### src/rtl/repetition_tx_serializer.sv
// Repetition-coded serial transmitter: takes a W-bit word over valid/ready,
// sends it MSB first, and holds each bit for N cycles so the receiver can
// recover it by majority vote.
// Optional build macro TX_PARITY_EN appends an even-parity bit after the LSB.
`timescale 1ns/1ps

module repetition_tx_serializer #(
    parameter int unsigned W = 4,
    parameter int unsigned N = 3
) (
    input  logic         clk,
    input  logic         rst,
    input  logic [W-1:0] data_in,
    input  logic         valid_in,
    output logic         ready_out,
    output logic         tx_bit,
    output logic         tx_valid,
    output logic         tx_first,
    output logic         tx_last,
    output logic         busy
);

`ifdef TX_PARITY_EN
    localparam int unsigned L = W + 1;
`else
    localparam int unsigned L = W;
`endif
    localparam int unsigned BIDX_W = (L > 1) ? $clog2(L) : 1;
    localparam int unsigned REP_W  = (N > 1) ? $clog2(N) : 1;

    typedef enum logic {
        IDLE = 1'b0,
        SEND = 1'b1
    } state_t;

    state_t              state_q;
    state_t              state_d;
    logic [L-1:0]        shift_q;
    logic [BIDX_W-1:0]   bit_idx_q;
    logic [REP_W-1:0]    rep_cnt_q;
    logic [L-1:0]        load_word_c;
    logic                last_cycle_c;
    logic                rep_wrap_c;
    logic                accept_c;

    // Word as it enters the shift register; the current bit is always the MSB.
`ifdef TX_PARITY_EN
    assign load_word_c = {data_in, ^data_in};
`else
    assign load_word_c = data_in;
`endif

    assign rep_wrap_c   = (rep_cnt_q == REP_W'(N - 1));
    assign last_cycle_c = (state_q == SEND) && (bit_idx_q == BIDX_W'(L - 1)) && rep_wrap_c;
    assign accept_c     = valid_in && ready_out;

    // State register.
    always_ff @(posedge clk) begin
        if (rst) begin
            state_q <= IDLE;
        end else begin
            state_q <= state_d;
        end
    end

    // Next-state logic: a last-cycle accept keeps us in SEND for back-to-back words.
    always_comb begin
        state_d = state_q;
        case (state_q)
            IDLE: begin
                if (accept_c) begin
                    state_d = SEND;
                end
            end
            SEND: begin
                if (last_cycle_c && !accept_c) begin
                    state_d = IDLE;
                end
            end
            default: state_d = IDLE;
        endcase
    end

    // Output decode from state and counters.
    always_comb begin
        ready_out = 1'b0;
        tx_bit    = 1'b0;
        tx_valid  = 1'b0;
        tx_first  = 1'b0;
        tx_last   = 1'b0;
        busy      = 1'b0;
        ready_out = !rst && ((state_q == IDLE) || last_cycle_c);
        if (state_q == SEND) begin
            tx_valid = 1'b1;
            tx_bit   = shift_q[L-1];
            tx_first = (rep_cnt_q == '0);
            tx_last  = last_cycle_c;
            busy     = 1'b1;
        end
    end

    // Shift register and counters; counters park at zero when the word ends.
    always_ff @(posedge clk) begin
        if (rst) begin
            shift_q   <= '0;
            bit_idx_q <= '0;
            rep_cnt_q <= '0;
        end else if (accept_c) begin
            shift_q   <= load_word_c;
            bit_idx_q <= '0;
            rep_cnt_q <= '0;
        end else if (last_cycle_c) begin
            bit_idx_q <= '0;
            rep_cnt_q <= '0;
        end else if (state_q == SEND) begin
            if (rep_wrap_c) begin
                rep_cnt_q <= '0;
                bit_idx_q <= bit_idx_q + BIDX_W'(1);
                shift_q   <= shift_q << 1;
            end else begin
                rep_cnt_q <= rep_cnt_q + REP_W'(1);
            end
        end
    end

endmodule

### config.mk
export PLATFORM = sky130hd
export DESIGN_NAME = repetition_tx_serializer
export DESIGN_NICKNAME = d
export VERILOG_FILES = /design/src/rtl/repetition_tx_serializer.sv
export SDC_FILE = /design/constraint.sdc
export NUM_CORES = 1
export LEC_CHECK = 0
export BUFFER_PORTS_ARGS = -buffer_cell sky130_fd_sc_hd__buf_4
export CAP_MARGIN = 40
export CORE_AREA = 2 2 39 41
export CTS_BUF_LIST = sky130_fd_sc_hd__clkbuf_8
export DETAILED_ROUTE_END_ITERATION = 8
export DIE_AREA = 0 0 41 43
export PLACE_DENSITY = 0.64
export SLEW_MARGIN = 15
export SYNTH_ARGS = -nofsm -noshare
export SYNTH_HDL_FRONTEND = slang
export SYNTH_SLANG_ARGS = --single-unit
### constraint.sdc
create_clock -name clk -period 1.54 [get_ports clk]
set_clock_uncertainty 0.05 [all_clocks]
set_input_delay 0.308 -clock clk [delete_from_list [all_inputs] [get_ports clk]]
set_output_delay 0.308 -clock clk [all_outputs]
set_load 0.01 [all_outputs]
======== Yosys cells after proc, flatten, opt, wreduce, memory -nomap -nowiden ========
Cells that the tools add are included.
storage, ports and cells
  bits in registers ....................... 9
  input port bits ......................... 7
  word-level logic and storage cells ...... 36
operators by class
  $add $sub $neg .......................... 2
  eq/ne operators ......................... 3
  mux-type cells .......................... 12
  bitwise operators ....................... 1
  reductions and logical operators ........ 14
operator list
  cell                   count
  $mux W4                4
  $mux W1                6
  $logic_and A1 B1 Y1    5
  $add A2 B1 Y2 const B  2
  $eq A2 B2 Y1 const B   2
  $reduce_bool A2 Y1     2
  $reduce_and A3 Y1      1
  $reduce_or A3 Y1       1
  $logic_not A1 Y1       2
  $logic_not A2 Y1       1
  $mux W2                1
  $ne A2 B1 Y1 const B   1
  $pmux W1 S2            1
  $reduce_and A2 Y1      1
  $logic_or A1 B1 Y1     1
  $not A1 Y1             1

======== Longest topological paths before layout ========
Gate-level depths: netlist (run 1).
  word-level depth ........................ 10
  gate-level depth with buffers ........... 5
  gate-level depth less buffers ........... 5

======== Worst setup path after synthesis (run 1) ========
Ideal clock, no wire load.
  path type ............................... reg2reg
  start ................................... register state_q
  end ..................................... register shift_q[3]
  arrival time ............................ 1.248 ns
  data required time ...................... 1.395 ns
  path slack .............................. 0.147 ns
  stages on the path, launching flop included .. 6
  cell sequence ........................... dfxtp_1 buf_4 nand2_1 nor3_1 a21oi_1 a221oi_1
on the way
  longest elaborated chain between the ends .. 7
  elaborated cells on any way between the ends .. 11
  classes of those cells .................. eq/ne: 1; mux: 1; bitwise: 1; reduce/logical: 8
RTL lines
  element                                                       line  RTL
  from (decl)                                                   36    state_t state_q;
  from (signal assigned)                                        62    state_q <= state_d;
  $logic_and A1 B1 Y1 (2 in series)                             54    assign last_cycle_c = (state_q == SEND) && (bit_idx_q == BIDX_W'(L - 1)) && rep_wrap_c;
  $logic_or A1 B1 Y1                                            92    ready_out = !rst && ((state_q == IDLE) || last_cycle_c);
  $logic_and A1 B1 Y1                                           92
  $logic_and A1 B1 Y1                                           55    assign accept_c = valid_in && ready_out;
  $ne A2 B1 Y1 (no line) or $reduce_bool A2 Y1 (tied branches)  n/a
  $reduce_and A3 Y1 (no line)                                   n/a
  to (signal assigned)                                          109   shift_q <= load_word_c;
  to (signal assigned)                                          119   shift_q <= shift_q << 1;
  to (decl)                                                     38    logic [L-1:0] shift_q;
Several ways; a longest one is shown, not always the timed one.
A chain may end at the register's enable or synchronous reset.

======== Worst setup path in the final report (run 1) ========
  start ................................... register bit_idx_q[1]
  end ..................................... output port tx_last
on the way
  longest elaborated chain between the ends .. 4
RTL lines
  element                            line  RTL
  from (decl)                        39    logic [BIDX_W-1:0] bit_idx_q;
  from (signal assigned)             118   bit_idx_q <= bit_idx_q + BIDX_W'(1);
  $eq A2 B2 Y1                       54
  $logic_and A1 B1 Y1 (2 in series)  54
  $mux W1                            93    if (state_q == SEND) begin
  to (decl)                          19    output logic tx_last,
No other way between the ends.

==> key figures, run 1 <==
Run status
  – Outcome: finished, violations left
  – Failing checks: negative setup slack

Worst setup path
  – Crit-path cells: ha_4 -> nand3b_1 -> nor2_1 -> buf_4
  – Crit-path slowest cell: dfxtp_2
  – CP Data Arrival Time: 1.19 ns
  – Largest delay contributor family on the critical path: flip-flops
  – Max FO, Critical Path: 4
  – CP required: about 1.2 ns
  – WP buf/inv: 1
  – CP peak stage delay: 0.35 ns
  – Startpoint types: flop
  – Crit. End Element: output pin
  – CP Class: flop to output pin

Floorplanning
  – Core ar.: 0.00138 mm2
  – Die width: 41 um
  – Full die area: between 0.0015 and 0.002 mm2
  – Rows: 14
  – Top Ports: 13
  – Initial Utilization: 0.312
  – DIE HEIGHT: 43 um

Synthesis
  – Synth top area share: 0.417
  – Syn nets: 60
  – Area leader, netlist: dfxtp_1
  – Area contributors post-synth: dfxtp_1, a21oi_1, nor2_1
  – Register bit total from synthesis: 9
  – Library cells used by synthesis: 21
  – Ys Warns: 0
  – Sequential fraction of the synthesis area: 0.417
  – Synth Cell Area: between 400 and 500 um2
  – Synth Instances: 52
  – Avg Cell Area, Syn: 8.30 um2

Clocking
  – Clock transition at path regs: around 0.05 ns
  – CTS tree: yes
  – Root Driver: clkbuf_8
  – H-tree depth: 1
  – Skew-Pair Late Insertion Delay: 0.23 ns
  – Clk buf depth: 2
  – Total CTS buffers: 3
  – Hold buffer count at cts: 0
  – CTS Sinks: 9

STA
  – RSZ-0062 raised after global routing: true
  – Final hold slack: 0.236 ns
  – Max-slew violations: 0
  – Setup TNS: -0.0127 ns
  – Setup violators final: 2
  – Measured slew at the worst slew-check pin: around 0.28 ns
  – Fin worst setup slack: -0.0126 ns
  – Tcrit/Tclk final: 1.01
  – Final hold violation count: 0
  – Worst slew margin: 0.814
  – Max Freq: 644 MHz
  – Period minus WS final: 1.55 ns

GRT
  – GRT met2 Usage: 0.238
  – Global route hottest layer: met2
  – Antenna violations before repair: 0
  – Grt ovf: 0
  – Vias in the first global route: 417
  – Met1 usage: 0.133
  – M3 GR Usage: 0.0471
  – First-pass GRT wire length: 1.63 mm
  – Largest net degree at the start of global routing: 9
  – Global-route usage over all layers: 0.142

Route
  – DR vias/cell: 4.87
  – 1st-pass router iterations: 4
  – Routed Antenna Nets: 0
  – Vias: between 400 and 500
  – Post-route DRC violation count: 0
  – DR WL/cell: 11.7 um
  – Drt first-iter violations: 2
  – Routed WL: around 1.1 mm

Final layout
  – Final net count: 83
  – Most frequent cells in the layout: buf_4, nor2_1, a21oi_1, dfxtp_1, nand2b_1
  – N_diodes: 0
  – Layout area overhead: 56.2%
  – Most common cell after layout, fill and taps aside: buf_4
  – Layout cells sized above 1: 0.432

Pwr
  – Sw Ratio: 0.239
  – Power Dens Cells: between 800 and 900 mW/mm2
  – Internal power: approximately 0.46 mW
  – Sequential share of power: 0.416
  – Peak VDD IR: 0.433 mV
  – Clock power frac: 0.453
  – Share of total power in combinational logic: 0.130
  – Leakage: 0.292 nW
  – Net Sw Power: 0.143 mW

Flow run
  – Max Cap Violations: 0

Placement
  – I/O Buffers: 12
  – Dpl hpwl: around 650 um
  – RD Place Congestion: 0.711

Hold path
  – Hold Path Class: primary input to flop
-- cell families after synthesis --
logic type,count (synthesis),share of synthesized area
AOI/OAI and AO/OA,15,0.232
DFF,9,0.417
xor gates and xnor gates,1,0.0203
and+or+nand+nor,21,0.238
adders and majority gates,1,0.0290
buffers and inverters,5,0.0638
-- metrics by stage --
step	utilization	instance area [um2]	setup WS, ns	cells	power, mW
finish	0.487	674	-0.0126	90	0.600
CTS	0.467	647	0.00251	89	0.603
global route	0.487	674	-0.0658	90	0.631
detailed placement	0.393	544	0.0951	80	0.328
global placement	0.393	544	0.142	80	0.327
floorplan	-	432	0.147	52	0.297
-- cell usage after synthesis --
master	instances
a22o_1	1
and2_1	1
or3b_1	1
inv_1	2
a211o_1	1
nand3b_1	1
nor3_1	2
nand2_1	3
o21ai_0	1
dfxtp_1	9
a221oi_1	1
a222oi_1	1
nand2b_1	4
ha_1	1
a21oi_2	1
a22oi_1	2
buf_4	2
nor2_1	9
buf_2	1
a21oi_1	7
xnor2_1	1
-- worst paths after layout --
| kind | from | endpoint | slack (ns) | depth (start not counted) |
|---|---|---|---|---|
| setup / recovery | bit_idx_q[1] | tx_last | -0.01 | 4 |
| hold / removal | rst | state_q | 0.24 | 2 |
| setup reg to reg | bit_idx_q[0] | shift_q[1] | 0.08 | 6 |
| hold reg to reg | shift_q[3] | shift_q[3] | 0.43 | 2 |
-- state kept, by name, indices dropped and copies added (netlist names) --
register,count
bit_idx_q,2
rep_cnt_q,2
shift_q,4
state_q,1
-- layer usage --
layer | part of all wire | routed length (um)
met5 | 0 | 0
met4 | 0.032 | 34
met3 | 0.060 | 63
met2 | 0.50 | 524
met1 | 0.41 | 432
-- final cells by class --
| type | count | area (um2) |
|---|---|---|
| tap | 16 | 20.0 |
| fill | 133 | 709 |
| sequential | 9 | 186 |
| clock inverter | 1 | 3.75 |
| clock buffer | 3 | 41.3 |
| inverter | 2 | 7.51 |
| multi-input combinational | 38 | 258 |
| timing repair buffer | 21 | 158 |
-- timing repair --
action / 4_1_cts / 5_1_grt
setup endpoints to repair: 3 / 6
buffers inserted: 5 / 2
gates resized for setup: 5 / 5
pin swaps: 2 / 4
-- power by group through the flow --
stage / clock (mW) / sequential (mW) / combinational [mW]
2_1_floorplan: 0 / 0.253 / 0.0433
3_3_place_gp: 0 / 0.254 / 0.0733
3_5_place_dp: 0 / 0.254 / 0.0737
4_1_cts: 0.278 / 0.250 / 0.0751
5_1_grt: 0.293 / 0.251 / 0.0870
6_report: 0.272 / 0.250 / 0.0783
Power figures use the tool's default switching activity.
==> run 2: changes to the inputs <==
--- a/config.mk
+++ b/config.mk
@@ -7,12 +7,14 @@
 export LEC_CHECK = 0
 export BUFFER_PORTS_ARGS = -buffer_cell sky130_fd_sc_hd__buf_4
 export CAP_MARGIN = 40
-export CORE_AREA = 2 2 39 41
+export CELL_PAD_IN_SITES_DETAIL_PLACEMENT = 0
+export CELL_PAD_IN_SITES_GLOBAL_PLACEMENT = 2
+export CORE_UTILIZATION = 28
 export CTS_BUF_LIST = sky130_fd_sc_hd__clkbuf_8
 export DETAILED_ROUTE_END_ITERATION = 8
-export DIE_AREA = 0 0 41 43
-export PLACE_DENSITY = 0.64
-export SLEW_MARGIN = 15
+export PLACE_DENSITY = 0.86
+export REMOVE_ABC_BUFFERS = 1
+export SLEW_MARGIN = 0
 export SYNTH_ARGS = -nofsm -noshare
 export SYNTH_HDL_FRONTEND = slang
 export SYNTH_SLANG_ARGS = --single-unit
==> key figures, run 2 (synthesis results as in run 1) <==
Route
  – Drt first-iter violations: 9 (+7)
  – 1st-pass router iterations: 4 (unchanged)
  – DR vias/cell: 4.93 (+1.3%)
  – Post-route DRC violation count: 0 (unchanged)
  – Routed Antenna Nets: 0 (unchanged)
  – DR WL/cell: 12.5 um (+7.2%)
  – Vias: 429 (-2.1%)
  – Routed WL: 1.09 mm (+3.6%)

Hold path
  – Hold Path Class: primary input to flop
  – Worst Hold Depth: 3 (+1)
  – Hold path start: valid_in
  – WHS Endpoint: state_q

STA
  – Measured slew at the worst slew-check pin: 0.422 ns (+0.142 ns)
  – Setup TNS: 0 ns (+0.0127 ns)
  – Max-slew violations: 0 (unchanged)
  – RSZ-0062 raised after global routing: true
  – Setup violators final: 0 (-2)
  – Max Freq: 652 MHz (+1.3%)
  – Worst slew margin: 0.717 (-0.0968)
  – Tcrit/Tclk final: 0.996 (-0.0126)
  – Period minus WS final: 1.53 ns (-0.0194 ns)
  – Final hold violation count: 0 (unchanged)

Clocking
  – Clk buf depth: 2 (unchanged)
  – CTS Sinks: 9 (unchanged)
  – Root Driver: clkbuf_8
  – CTS tree: yes
  – Hold buffer count at cts: 0 (unchanged)
  – Skew-Pair Late Insertion Delay: 0.23 ns (about the same)
  – H-tree depth: 1 (unchanged)
  – Total CTS buffers: 3 (unchanged)
  – Clock transition at path regs: 0.05 ns (about the same)

Final layout
  – Max reg flops: 4 (unchanged)
  – Final core utilization: 0.482 (-0.00566)
  – Largest registers: shift_q: 4 flops, bit_idx_q: 2 flops, rep_cnt_q: 2 flops
  – Final net count: 81 (-2.4%)
  – Most common cell after layout, fill and taps aside: buf_4
  – N_diodes: 0 (unchanged)
  – Layout area overhead: 52.5%
  – Most frequent cells in the layout: buf_4, nor2_1, dfxtp_1
  – Layout cells sized above 1: 0.431 (-0.00188)
  – Most flops, register: shift_q

Flow run
  – Max Cap Violations: 0 (unchanged)

GRT
  – Grt ovf: 0 (unchanged)
  – Vias in the first global route: 386 (-7.4%)
  – Antenna violations before repair: 0 (unchanged)
  – First-pass GRT wire length: 1.48 mm (-8.9%)
  – Largest net degree at the start of global routing: 10 (+1)
  – Global-route usage over all layers: 0.143 (+0.000704)

Floorplanning
  – Rows: 13 (-1)
  – Die width: 41.3 um (+0.65%)
  – DIE HEIGHT: 41.3 um (-4.0%)
  – Core ar.: 0.00137 mm2 (-1.3%)
  – Full die area: 0.00170 mm2 (-3.4%)
  – Initial Utilization: 0.316 (+0.00400)
  – Top Ports: 13 (unchanged)

Pwr
  – Leakage: 0.277 nW (-5.0%)
  – Share of total power in combinational logic: 0.135 (+0.005)
  – Power Dens Cells: 916 mW/mm2 (+2.9%)
  – Sequential share of power: 0.416 (about the same)
  – Net Sw Power: 0.145 mW (+0.76%)
  – Peak VDD IR: 0.628 mV (+45%)
  – Sw Ratio: 0.240 (+0.000807)
  – Internal power: 0.458 mW (+0.32%)
  – Clock power frac: 0.450 (-0.003)

Worst setup path
  – Worst-case reg-to-reg path depth: 6 (unchanged)
  – CP Class: flop to output pin
  – WP buf/inv: 1 (unchanged)
  – Crit. End Element: output pin
  – Largest delay contributor family on the critical path: flip-flops
  – R2R setup slack: 0.03 ns (-0.05 ns)
  – CP Data Arrival Time: 1.18 ns (about the same)
  – CP required: 1.18 ns (about the same)
  – Crit-path slowest cell: dfxtp_2
  – Startpoint types: flop
  – Crit-path cells: ha_4 -> nand3b_1 -> a21oi_1 -> buf_4
  – Worst r2r dst: shift_q[1]
  – RR Startpoint: bit_idx_q[0]
  – CP peak stage delay: 0.35 ns (about the same)
  – Max FO, Critical Path: 4 (unchanged)

Run status
  – Outcome: finished clean

Placement
  – RD Place Congestion: 0.717 (+0.84%)
  – I/O Buffers: 12 (unchanged)
  – Dpl hpwl: 687 um (+5.6%)
-- run 2: timing repair --
action / 4_1_cts / 5_1_grt
setup endpoints to repair: 2 / 5
pin swaps: 1 / 5
gates resized for setup: 6 / 4
buffers inserted: 4 / 1
-- run 2: power by group through the flow --
| stage | Combinational, mW | Clock (mW) | Sequential (mW) |
|---|---|---|---|
| finish | 0.0812 | 0.271 | 0.251 |
| CTS | 0.0750 | 0.278 | 0.250 |
| floorplan | 0.0316 | 0 | 0.257 |
| global route | 0.0892 | 0.291 | 0.252 |
| global placement | 0.0730 | 0 | 0.255 |
| detailed placement | 0.0724 | 0 | 0.254 |
-- run 2: worst reg2reg max path: stages (launching register included) --
cell and delay (ns):
dfxtp_2 0.33, ha_4 0.16, nand3b_1 0.15, buf_4 0.15, a21oi_4 0.07, or3b_1 0.39, a21oi_2 0.14
-- run 2: layer usage --
metal | GRT usage | vias to the layer above | part of all wire
li1 | - | 221 | -
met2 | 0.238 | 13 | 0.51
met3 | 0.0815 | 0 | 0.077
met5 | 0 | - | 0
met1 | 0.149 | 195 | 0.41
met4 | 0.0484 | 0 | 0
-- run 2: layout make-up --
| type | count | area [um2] |
|---|---|---|
| sequential | 9 | 184 |
| multi-input combinational | 38 | 260 |
| timing repair buffer | 19 | 143 |
| clock buffer | 3 | 41.3 |
| fill | 142 | 708 |
| inverter | 2 | 7.51 |
| clock inverter | 1 | 3.75 |
| tap | 15 | 18.8 |
-- run 2: per-stage QoR --
stage	setup slack [ns]	instance area (um2)	hold slack [ns]	total power, mW	instances
6_report	0.00679	658	0.251	0.603	87
5_1_grt	-0.0640	658	0.257	0.632	87
4_1_cts	0.00222	636	0.245	0.603	86
3_5_place_dp	0.0872	536	0.430	0.327	78
3_3_place_gp	0.143	536	0.426	0.328	78
2_1_floorplan	0.0710	412	0.327	0.289	49
-- run 2: worst max path at each step --
stage | slack [ns] | cells after the start | end | startpoint
after CTS | 0.002 | 4 | ready_out | bit_idx_q[0]
after detailed placement | 0.09 | 5 | shift_q[3] | bit_idx_q[0]
after global routing | -0.06 | 4 | ready_out | bit_idx_q[0]
after global placement | 0.14 | 5 | shift_q[1] | bit_idx_q[0]
final | 0.007 | 4 | ready_out | bit_idx_q[0]
after floorplan | 0.07 | 4 | shift_q[3] | state_q
